## src/rtl/sipo_shift_register_if.sv

```systemverilog
// ---------------------------------------------------------------------------
// sipo_shift_register_if
// Signal bundle between the serial receiver (sipo_shift_register) and the
// logic around it.
//
//   din         serial data bit                         (master -> slave)
//   din_valid   din is sampled on this edge only when 1 (master -> slave)
//   clear       synchronous frame abort                 (master -> slave)
//   dout_ready  consumer accepts dout                   (master -> slave)
//   dout        assembled word (holding register)       (slave -> master)
//   dout_valid  holding register has an unconsumed word (slave -> master)
//   bit_count   bits collected in the partial word      (slave -> master)
//   busy        a frame is in progress                  (slave -> master)
//   overrun     sticky: a completed word was dropped    (slave -> master)
// ---------------------------------------------------------------------------
interface sipo_shift_register_if #(
    parameter int WIDTH = 4
);
    localparam int CW = $clog2(WIDTH) + 1;

    logic             din;
    logic             din_valid;
    logic             clear;
    logic             dout_ready;
    logic [WIDTH-1:0] dout;
    logic             dout_valid;
    logic [CW-1:0]    bit_count;
    logic             busy;
    logic             overrun;

    // The receiver itself.
    modport slave (
        input  din,
        input  din_valid,
        input  clear,
        input  dout_ready,
        output dout,
        output dout_valid,
        output bit_count,
        output busy,
        output overrun
    );

    // The side that feeds serial bits and consumes words.
    modport master (
        output din,
        output din_valid,
        output clear,
        output dout_ready,
        input  dout,
        input  dout_valid,
        input  bit_count,
        input  busy,
        input  overrun
    );
endinterface

```

## src/rtl/sipo_shift_register.sv

```systemverilog
// ---------------------------------------------------------------------------
// sipo_shift_register
// Serial-in parallel-out deserializer: samples one bit per din_valid cycle,
// assembles WIDTH bits into a word and offers it on a valid/ready holding
// register. A sticky overrun flag records words dropped because the
// holding register was still occupied when the next word completed.
//
// Parameters
//   WIDTH      bits per word (2..32)
//   MSB_FIRST  1: first received bit lands in dout[WIDTH-1]
//              0: first received bit lands in dout[0]
//
// Ports
//   clk    rising-edge clock
//   reset  synchronous active-high reset
//   bus    sipo_shift_register_if.slave (din/din_valid/clear/dout_ready in,
//          dout/dout_valid/bit_count/busy/overrun out)
// ---------------------------------------------------------------------------
module sipo_shift_register #(
    parameter int WIDTH     = 4,
    parameter bit MSB_FIRST = 1'b1
) (
    input  logic                         clk,
    input  logic                         reset,
    sipo_shift_register_if.slave         bus
);

    localparam int            CW   = $clog2(WIDTH) + 1;
    localparam logic [CW-1:0] LAST = CW'(WIDTH - 1);

    typedef enum logic {
        ST_IDLE  = 1'b0,
        ST_SHIFT = 1'b1
    } state_t;

    state_t           r_state_reg,      w_state_next;
    logic [CW-1:0]    r_bit_count_reg,  w_bit_count_next;
    logic [WIDTH-1:0] r_shift_reg,      w_shift_next;
    logic [WIDTH-1:0] r_dout_reg,       w_dout_next;
    logic             r_dout_valid_reg, w_dout_valid_next;
    logic             r_overrun_reg,    w_overrun_next;

    logic [WIDTH-1:0] w_shifted;
    logic             w_sample;
    logic             w_last;

    // Shift direction fixed at elaboration time.
    generate
        if (MSB_FIRST) begin : g_msb_first
            assign w_shifted = {r_shift_reg[WIDTH-2:0], bus.din};
        end else begin : g_lsb_first
            assign w_shifted = {bus.din, r_shift_reg[WIDTH-1:1]};
        end
    endgenerate

    // clear wins over a simultaneous din_valid: that bit is discarded.
    assign w_sample = bus.din_valid && !bus.clear;
    // This sample carries the final bit of the word.
    assign w_last   = w_sample && (r_bit_count_reg == LAST);

    // -----------------------------------------------------------------------
    // State register
    // -----------------------------------------------------------------------
    always_ff @(posedge clk) begin
        if (reset) begin
            r_state_reg      <= ST_IDLE;
            r_bit_count_reg  <= '0;
            r_shift_reg      <= '0;
            r_dout_reg       <= '0;
            r_dout_valid_reg <= 1'b0;
            r_overrun_reg    <= 1'b0;
        end else begin
            r_state_reg      <= w_state_next;
            r_bit_count_reg  <= w_bit_count_next;
            r_shift_reg      <= w_shift_next;
            r_dout_reg       <= w_dout_next;
            r_dout_valid_reg <= w_dout_valid_next;
            r_overrun_reg    <= w_overrun_next;
        end
    end

    // -----------------------------------------------------------------------
    // Next-state logic
    // -----------------------------------------------------------------------
    always_comb begin
        w_state_next      = r_state_reg;
        w_bit_count_next  = r_bit_count_reg;
        w_shift_next      = r_shift_reg;
        w_dout_next       = r_dout_reg;
        w_dout_valid_next = r_dout_valid_reg;
        w_overrun_next    = r_overrun_reg;

        // Frame position
        if (bus.clear) begin
            w_state_next     = ST_IDLE;
            w_bit_count_next = '0;
            w_shift_next     = '0;
            w_overrun_next   = 1'b0;
        end else if (bus.din_valid) begin
            w_shift_next = w_shifted;
            case (r_state_reg)
                ST_IDLE: begin
                    w_state_next     = ST_SHIFT;
                    w_bit_count_next = CW'(1);
                end
                ST_SHIFT: begin
                    if (r_bit_count_reg == LAST) begin
                        w_state_next     = ST_IDLE;
                        w_bit_count_next = '0;
                    end else begin
                        w_bit_count_next = r_bit_count_reg + CW'(1);
                    end
                end
                default: begin
                    w_state_next     = ST_IDLE;
                    w_bit_count_next = '0;
                end
            endcase
        end

        // Holding register: consumption first, then a completing word may
        // refill it on the same edge (valid then stays high).
        if (r_dout_valid_reg && bus.dout_ready) begin
            w_dout_valid_next = 1'b0;
        end
        if (w_last) begin
            if (!r_dout_valid_reg || bus.dout_ready) begin
                w_dout_next       = w_shifted;
                w_dout_valid_next = 1'b1;
            end else begin
                // Holding register still occupied: drop the new word.
                w_overrun_next = 1'b1;
            end
        end
    end

    assign bus.dout       = r_dout_reg;
    assign bus.dout_valid = r_dout_valid_reg;
    assign bus.bit_count  = r_bit_count_reg;
    assign bus.busy       = (r_state_reg == ST_SHIFT);
    assign bus.overrun    = r_overrun_reg;

endmodule

```

## src/flat_wrapper.sv

```systemverilog
// flat-port wrapper written by rule: the top's interface ports become plain ports
module sipo_shift_register_flat 
#(
    parameter int WIDTH     = 4,
    parameter bit MSB_FIRST = 1'b1
)
  (clk, reset, bus_din, bus_din_valid, bus_clear, bus_dout_ready, bus_dout, bus_dout_valid, bus_bit_count, bus_busy, bus_overrun);
  sipo_shift_register_if #(.WIDTH(WIDTH)) bus_i ();
  input  logic clk;
  input  logic reset;
  input wire logic [$bits(bus_i.din)-1:0] bus_din;
  input wire logic [$bits(bus_i.din_valid)-1:0] bus_din_valid;
  input wire logic [$bits(bus_i.clear)-1:0] bus_clear;
  input wire logic [$bits(bus_i.dout_ready)-1:0] bus_dout_ready;
  output wire logic [$bits(bus_i.dout)-1:0] bus_dout;
  output wire logic [$bits(bus_i.dout_valid)-1:0] bus_dout_valid;
  output wire logic [$bits(bus_i.bit_count)-1:0] bus_bit_count;
  output wire logic [$bits(bus_i.busy)-1:0] bus_busy;
  output wire logic [$bits(bus_i.overrun)-1:0] bus_overrun;
  assign bus_i.din = bus_din;
  assign bus_i.din_valid = bus_din_valid;
  assign bus_i.clear = bus_clear;
  assign bus_i.dout_ready = bus_dout_ready;
  assign bus_dout = bus_i.dout;
  assign bus_dout_valid = bus_i.dout_valid;
  assign bus_bit_count = bus_i.bit_count;
  assign bus_busy = bus_i.busy;
  assign bus_overrun = bus_i.overrun;
  sipo_shift_register #(.WIDTH(WIDTH), .MSB_FIRST(MSB_FIRST)) u_core (.clk(clk), .reset(reset), .bus(bus_i));
endmodule
```

## config.mk

```make
export PLATFORM = sky130hd
export DESIGN_NAME = sipo_shift_register_flat
export DESIGN_NICKNAME = d
export VERILOG_FILES = /design/src/rtl/sipo_shift_register_if.sv /design/src/rtl/sipo_shift_register.sv /design/src/flat_wrapper.sv
export SDC_FILE = /design/constraint.sdc
export NUM_CORES = 1
export LEC_CHECK = 0
export BUFFER_PORTS_ARGS = -buffer_cell sky130_fd_sc_hd__buf_2
export CAP_MARGIN = 15
export CELL_PAD_IN_SITES_DETAIL_PLACEMENT = 0
export CELL_PAD_IN_SITES_GLOBAL_PLACEMENT = 1
export CORE_MARGIN = 1.5
export CORE_UTILIZATION = 38
export DETAILED_ROUTE_END_ITERATION = 8
export MAX_ROUTING_LAYER = met4
export PLACE_DENSITY_LB_ADDON = 0.1
export SETUP_SLACK_MARGIN = 0.02
export SLEW_MARGIN = 5
export SYNTH_ARGS = -nofsm -noshare
export SYNTH_HDL_FRONTEND = slang
export SYNTH_SLANG_ARGS = --single-unit
```

## constraint.sdc

```tcl
create_clock -name clk -period 3.21 [get_ports clk]
set_input_delay 0.642 -clock clk [delete_from_list [all_inputs] [get_ports clk]]
set_output_delay 0.642 -clock clk [all_outputs]
set_load 0.05 [all_outputs]
```

==> results of run 1 <==
[metal layers]
layer / up-vias / global-route usage (%)
li1: 216 / -
met1: 173 / 18.0
met2: 13 / 20.3
met3: 2 / 9.57
met4: 0 / 7.26
met5: - / -
[final timing paths]
kind	to	slack, ps	depth (start not counted)
worst min register to register	u_core.bus.dout[1]	480	2
worst max-delay path	bus_busy	1610	1
worst max register to register	u_core.bus.dout[2]	1910	4
worst min-delay path	u_core.bus.dout[1]	480	2
[final cells by class]
class / count / area (µm²)
Clock buffer: 4 / 26.3
Fill cell: 142 / 676
Inverter: 2 / 7.51
Multi-Input combinational cell: 37 / 270
Sequential cell: 13 / 260
Tap cell: 15 / 18.8
Timing Repair Buffer: 15 / 75.1
[report_power, final]
| part | leakage [µW] | switching (µW) | total (µW) | internal (µW) |
|---|---|---|---|---|
| Combinational | 0.000156 | 12.7 | 20.9 | 8.27 |
| Clock | 0.0000150 | 46.8 | 94.9 | 48.1 |
| Sequential | 0.000105 | 1.73 | 165 | 163 |
[kinds of logic (layout without fill, tap and decap cells)]
kind of cell	count (synthesis)	count (layout)	share of synthesized area (%)
AO/OA/AOI/OAI	7	7	6.73
adder cells (fa/ha/maj)	1	1	2.24
buffers and inverters	5	21	4.93
flip-flops	13	13	46.6
multiplexers	7	7	12.6
AND/OR/NAND/NOR	22	22	26.9
[layout by cell type (no fill, tap or decap), types with 2 or more instances in the layout]
cell type,count
buf_2,15
dfxtp_1,13
nand2b_1,10
mux2i_1,7
nor2_1,5
o21ai_0,3
clkbuf_4,3
inv_1,2
a21oi_1,2
[Yosys cell counts, drive strengths merged]
library cell,instances,area share (%)
buf,2,2.9
nor2,5,3.4
dfxtp,13,47
o22ai,1,1.1
nand3,1,0.90
or2,1,1.1
clkbuf,1,0.67
nand2b,10,11
nand4bb,1,4.9
nand4b,1,1.6
a21oi,2,1.8
and3,1,1.1
inv,2,1.3
ha,1,2.2
o21ai,3,2.7
a31oi,1,1.1
nor2b,2,2.7
mux2i,7,13
[metrics by stage]
step	total power, µW	util, %	hold slack [ps]
floorplan	183	-	451
global placement	190	47.4	468
detailed placement	190	47.4	468
CTS	286	49.3	484
global route	297	49.3	502
finish	281	49.3	476
==> impl_metrics.ini, run 1 <==
[status]
status = complete, no violations

[placement]
dp_slack_ps = 1640
port_buffers = 15
placedInstanceArea_um2 = 632
dp_hpwl_um = 693
routabilityCongestion = 0.744
dp.cells = 82

[cells_and_area]
diodes = 0
instances_no_fill = 86
syn_to_final_growth_pct = 17.9
drive_above_1_share_pct = 28.2
largest_reg_flops = 4
design_area_um2 = 658
layout.nets = 79

[drt]
drc = 0
first_pass_iters = 2
ant_nets = 0
viasPerCell = 4.70
dr.max_layer_used = met4
route.met3.wl_um = 67
drt_iter0_markers = 2
wirelength_um = 893
wl_met1_um = 463
route.vias.total = 404
route.met2.wl_um = 352
wire_per_inst_um = 10.4

[sta]
finalMaxSlewViolations = 0
setup_tns_ps = 0
rsz0062_at_grt = no
period_minus_slack_ps = 1600
maxSlewHeadroom_pct = 82.2
hold_viol = 0
fin_crit_sh_pct = 49.8
fin_ws_ps = 1610
finalSetupViolCount = 0
clock.fmax_ghz = 0.626
finalClockSkew_ps = 2.09
tightest_slew_ps = 266

[grt]
grt_overflow = 0
grt_pass1_wl_um = 1550
grt_max_degree = 13
grt_usage_pct = 15.3
grt_pass1_vias = 365
antenna_found_initial = 0

[logic_synthesis]
ys_ff_latch = 13
ys_warn_count = 0
ys_seq_area_share_pct = 46.6
synth_area_per_cell_um2 = 10.1
synthesis.nets = 62
syn_area_um2 = 558
syn_inst = 55
yosysUniqueCellTypes = 20

[run]
drv_cap = 0

[clock_tree]
cts_tree = done
post_cts_resize_count = 0
numCtsBuffers = 3
htreeDepth = 1
clkTransAtPathRegs_ps = 70
cts_root_buffer = clkbuf_4
clock_sinks = 13
ctsLongestPathBuffers = 2
cts_hold_buf = 0
post_cts_buffers = 0
clock_latency_ps = 270

[floorplanning]
ioPinCount = 16
die_x_um = 41.3
die_y_um = 41.3
core_area_mm2 = 0.00133
start_util_pct = 41.8
die_area_mm2 = 0.00171
placementRows = 13

[setup_path]
crit_required_ps = 2570
path_cells = buf_2
cp.buffers_inverters = 1
start_kind = flop
cp_max_fo = 6
cp_top_family = flip-flops
slowest_stage = dfxtp_1
critPathMaxStageDelay_ps = 400
path_class = reg -> out
cp-startpoint = u_core.bus.busy
r2r_start = u_core.bus.bit_count[0]
crit_arrival_ps = 960
endpoint_kind = output port

[min_path]
hold_start = u_core.bus.dout[1]
hold_path.class = reg -> reg

[power]
p_per_area_mw_per_mm2 = 426
peakVddDrop_uv = 278
p_leak_uw = 0.000276
(Power assumes the default switching activity.)
==> run 2, diff against run 1 <==
ABC_AREA = 1   (was default)
CORE_UTILIZATION = 33   (was 38)
clock period = 1.5 ns   (was 3.21 ns; I/O delays follow)
==> run 2 against run 1 <==
Clock power increased by 120%. Worst setup slack got worse by 1400 ps. Utilization fell by 5.7 points. Hold slack got worse by 260 ps. Design area increased by 2.3%. Global-route usage is 1.9 points lower. Area after synthesis increased by 0.22%. Synthesized cell count grew 42%. Non-clock buffer count did not move. Final cell count grew 30%. First-iteration DRC count unchanged.
==> impl_metrics.ini, run 2 <==
[power]
p_leak_uw = 0.000332
p_per_area_mw_per_mm2 = 912
peakVddDrop_uv = 746

[cells_and_area]
largest_reg_flops = 4
drive_above_1_share_pct = 25.0
utilization_pct = 43.7
syn_to_final_growth_pct = 20.4
layout.nets = 104
fillers = 171
diodes = 0
final_cell_mix = 19 x inv_1, 15 x buf_2, 13 x nand2_1, 13 x dfxtp_1
layout_commonest_cell = inv_1

[clock_tree]
clkTransAtPathRegs_ps = 80
cts_tree = done
cts_hold_buf = 0
cts_root_buffer = clkbuf_4
clock_latency_ps = 270
post_cts_buffers = 0
clock_sinks = 13
post_cts_resize_count = 0
ctsLongestPathBuffers = 2
htreeDepth = 1
numCtsBuffers = 3

[sta]
period_minus_slack_ps = 1270
fin_ws_ps = 232
maxSlewHeadroom_pct = 83.7
fin_hold_ws_ps = 219
finalMaxSlewViolations = 0
finalClockSkew_ps = 4.16
hold_viol = 0
setup_tns_ps = 0
rsz0062_at_grt = no
tightest_slew_ps = 244
fin_crit_sh_pct = 84.6
clock.fmax_ghz = 0.788
finalSetupViolCount = 0

[drt]
wirelength_um = 982
drc = 0
wire_per_inst_um = 8.77
route.vias.total = 505
first_pass_iters = 2
ant_nets = 0
drt_iter0_markers = 2
viasPerCell = 4.51

[setup_path]
start_kind = flop
cp_top_family = flip-flops
cp_max_fo = 6
path_class = reg -> out
cp.buffers_inverters = 1
crit_arrival_ps = 970
path_cells = buf_2
critPathMaxStageDelay_ps = 400
slowest_stage = dfxtp_1
endpoint_kind = output port
crit_required_ps = 1200

[floorplanning]
ioPinCount = 16
die_y_um = 44.2
core_area_mm2 = 0.00154
die_x_um = 44.2
die_area_mm2 = 0.00195
start_util_pct = 36.3
placementRows = 14

[status]
status = complete, no violations

[logic_synthesis]
async_flop_share_pct = 0
synth.area.top_cells = dfxtp_1 47%, inv_1 13%, nand2_1 8.7%
syn_area_um2 = 559
yosysMostFrequentCell = inv_1
synth_area_leader_cell = dfxtp_1
synth_area_per_cell_um2 = 7.17
ys_top_cells_by_count = 19 x inv_1, 13 x dfxtp_1, 13 x nand2_1
syn_inst = 78
synth-edff-count = 0
ys_ff_latch = 13
yosysUniqueCellTypes = 15
synth_top_area_share_pct = 46.5
synthesis.nets = 85
ys_seq_area_share_pct = 46.5
synth_flop_cell = dfxtp_1
ys_warn_count = 0

[grt]
grt_pass1_vias = 437
grt_usage_pct = 13.5
grt_pass1_wl_um = 1790
antenna_found_initial = 0
grt_overflow = 0
grt_max_degree = 14

[min_path]
hold_path.class = in -> reg

[placement]
routabilityCongestion = 0.654
port_buffers = 15
dp_hpwl_um = 804
dp_slack_ps = 367

[run]
drv_cap = 0
## run 2: kinds of logic after synthesis
family                     share of synthesized area (%)
buffers and inverters                               15.4
and+or+nand+nor                                     22.8
adders and majority gates                           2.24
DFF                                                 46.5
AOI/OAI and AO/OA                                   13.0
## run 2: layout make-up
type	instances	area (µm²)	area share, %
Sequential cell	13	260	38.7
Multi-Input combinational cell	43	213	31.6
Clock buffer	4	26.3	3.90
Inverter	21	78.8	11.7
Tap cell	16	20.0	2.97
Timing Repair Buffer	15	75.1	11.2
## run 2: layer usage
metal | vias to the layer above | wire length, µm | track usage [%]
met5 | - | 0 | -
met4 | 0 | 17 | 7.27
met3 | 2 | 68 | 7.35
met2 | 14 | 429 | 20.3
met1 | 215 | 467 | 14.0
li1 | 274 | - | -
## run 2: path summary, 6_finish.rpt
check,cells past startpoint,slack [ps],from,endpoint
setup / recovery,1,230,u_core.bus.busy,bus_busy
hold / removal,2,220,reset,u_core.bus.dout_valid
setup reg to reg,6,350,u_core.bus.bit_count[0],u_core.bus.dout[0]
hold reg to reg,2,460,u_core.bus.overrun,u_core.bus.overrun
## run 2: metrics by stage
step | cell area [µm²] | total power, µW | std cells
after floorplan | 559 | 396 | 78
after global placement | 647 | 411 | 108
after detailed placement | 647 | 412 | 108
after CTS | 673 | 624 | 112
after global routing | 673 | 653 | 112
final | 673 | 614 | 112
## run 2: power breakdown
group	total, µW	switching (µW)	internal (µW)
Clock	211	108	103
Combinational	48.0	33.1	14.8
Sequential	355	4.14	350
==> run 3, diff against run 2 <==
CORE_UTILIZATION = 30   (was 33)
clock period = 1.1 ns   (was 1.5 ns; I/O delays follow)
==> run 3 against run 2 <==
Worst setup slack got worse by 180 ps. Clock skew increased by 2.2 ps. Count of clock-buffer cells in the layout unchanged. Critical path type is now reg -> reg. Largest power group unchanged.
==> impl_metrics.ini, run 3 (synthesis gave the netlist of run 2 again) <==
[drt]
first_pass_iters = 4
route.met2.wl_um = 465
route.met3.wl_um = 51
wirelength_um = 1100
route.vias.total = 502
ant_nets = 0
drc = 0
dr.max_layer_used = met4
wire_per_inst_um = 9.03
wl_met1_um = 543
drt_iter0_markers = 3
viasPerCell = 4.11

[sta]
finalMaxSlewViolations = 0
finalClockSkew_ps = 6.32
maxSlewHeadroom_pct = 80.8
clock.fmax_ghz = 0.951
fin_crit_sh_pct = 95.6
tightest_slew_ps = 288
hold_viol = 0
setup_tns_ps = 0
rsz0062_at_grt = yes
period_minus_slack_ps = 1050
finalSetupViolCount = 0

[placement]
placedInstanceArea_um2 = 693
routabilityCongestion = 0.742
port_buffers = 15
dp_hpwl_um = 824

[cells_and_area]
layout.nets = 105
design_area_um2 = 788
final_cell_mix = 18 x inv_1, 12 x nand2_1, 8 x dfxtp_1, 7 x buf_4, 6 x a21oi_1
syn_to_final_growth_pct = 40.9
drive_above_1_share_pct = 36.1
largest_reg_flops = 4
diodes = 0
layout_commonest_cell = inv_1

[setup_path]
crit_required_ps = 1290
path_cells = ha_4, nand2_4, nor2_4, nand3_1, nand2_1, nor2_1
crit_arrival_ps = 1240
endpoint_kind = flop
critPathMaxStageDelay_ps = 390
start_kind = flop
cp_max_fo = 5
path_class = reg -> reg
slowest_stage = dfxtp_4

[clock_tree]
cts_tree = done
clock_latency_ps = 280
clock_sinks = 13
cts_root_buffer = clkbuf_4
numCtsBuffers = 3
post_cts_buffers = 0
ctsLongestPathBuffers = 2
htreeDepth = 1
clkTransAtPathRegs_ps = 90

[floorplanning]
start_util_pct = 32.0
die_y_um = 46.2
placementRows = 15
core_area_mm2 = 0.00175
ioPinCount = 16
die_x_um = 46.2
die_area_mm2 = 0.00213

[grt]
grt_usage_pct = 13.4
grt_pass1_wl_um = 1860
antenna_found_initial = 0
grt_pass1_vias = 437
grt_max_degree = 10
grt_overflow = 0

[status]
status = complete, no violations

[power]
p_leak_uw = 0.000339
p_per_area_mw_per_mm2 = 1100
peakVddDrop_uv = 657

[min_path]
hold_path.class = in -> reg

[run]
drv_cap = 0
[run 3: cell types whose count changed in the layout (fill, tap and decap cells not counted), moves of 2 or more]
cell / previous run / this run
buf_2: 15 / 5
dfxtp_4: 0 / 3
dfxtp_2: 0 / 2
buf_4: 0 / 7
nand3_1: 6 / 4
dfxtp_1: 13 / 8
buf_6: 0 / 4
[run 3: cell type report]
cell class | instances | area (µm²)
inverter | 21 | 78.8
tap | 25 | 31.3
sequential | 13 | 274
multi-input combinational | 43 | 255
fill | 192 | 957
timing repair buffer | 16 | 123
clock buffer | 4 | 26.3
[run 3: layer usage]
layer,vias up,track usage [%]
met5,-,-
met4,0,10.3
met3,5,4.71
met2,12,19.2
met1,210,15.1
li1,275,-
[run 3: repair_timing]
| action | 4_1_cts | 5_1_grt |
|---|---|---|
| setup endpoints to repair | 10 | 9 |
| pin swaps | 0 | 1 |
| endpoints found under the hold margin | 0 | 0 |
| hold buffers | 0 | 0 |
| gates resized for setup | 13 | 9 |
[run 3: worst paths after layout]
check,from,to,slack (ps),cells past startpoint
worst min register to register,u_core.bus.overrun,u_core.bus.overrun,460,2
worst min-delay path,reset,u_core.bus.dout_valid,110,2
worst max register to register,u_core.bus.bit_count[0],u_core.bus.dout[2],50,6
worst max-delay path,u_core.bus.bit_count[0],u_core.bus.dout[2],50,6
[run 3: per-stage QoR]
step	setup WS (ps)	power [µW]	hold slack, ps	instances	util (%)
2_1_floorplan	23.7	538	282	78	-
3_3_place_gp	75.3	563	415	118	39.7
3_5_place_dp	64.4	563	413	118	39.7
4_1_cts	26.0	875	109	122	43.2
5_1_grt	-7.01	912	112	122	45.2
6_report	48.6	867	110	122	45.2
[run 3: critical path, delay by kind of cell (launching register included)]
family	cells	cell delay (ps)
adder cells (fa/ha/maj)	1	150
flip-flops	1	390
AND/OR/NAND/NOR	5	420
[run 3: power by group]
| part | total [µW] | internal (µW) | switching [µW] |
|---|---|---|---|
| Sequential | 481 | 473 | 8.08 |
| Combinational | 75.1 | 27.6 | 47.5 |
| Clock | 310 | 141 | 169 |
| Total | 867 | 642 | 225 |
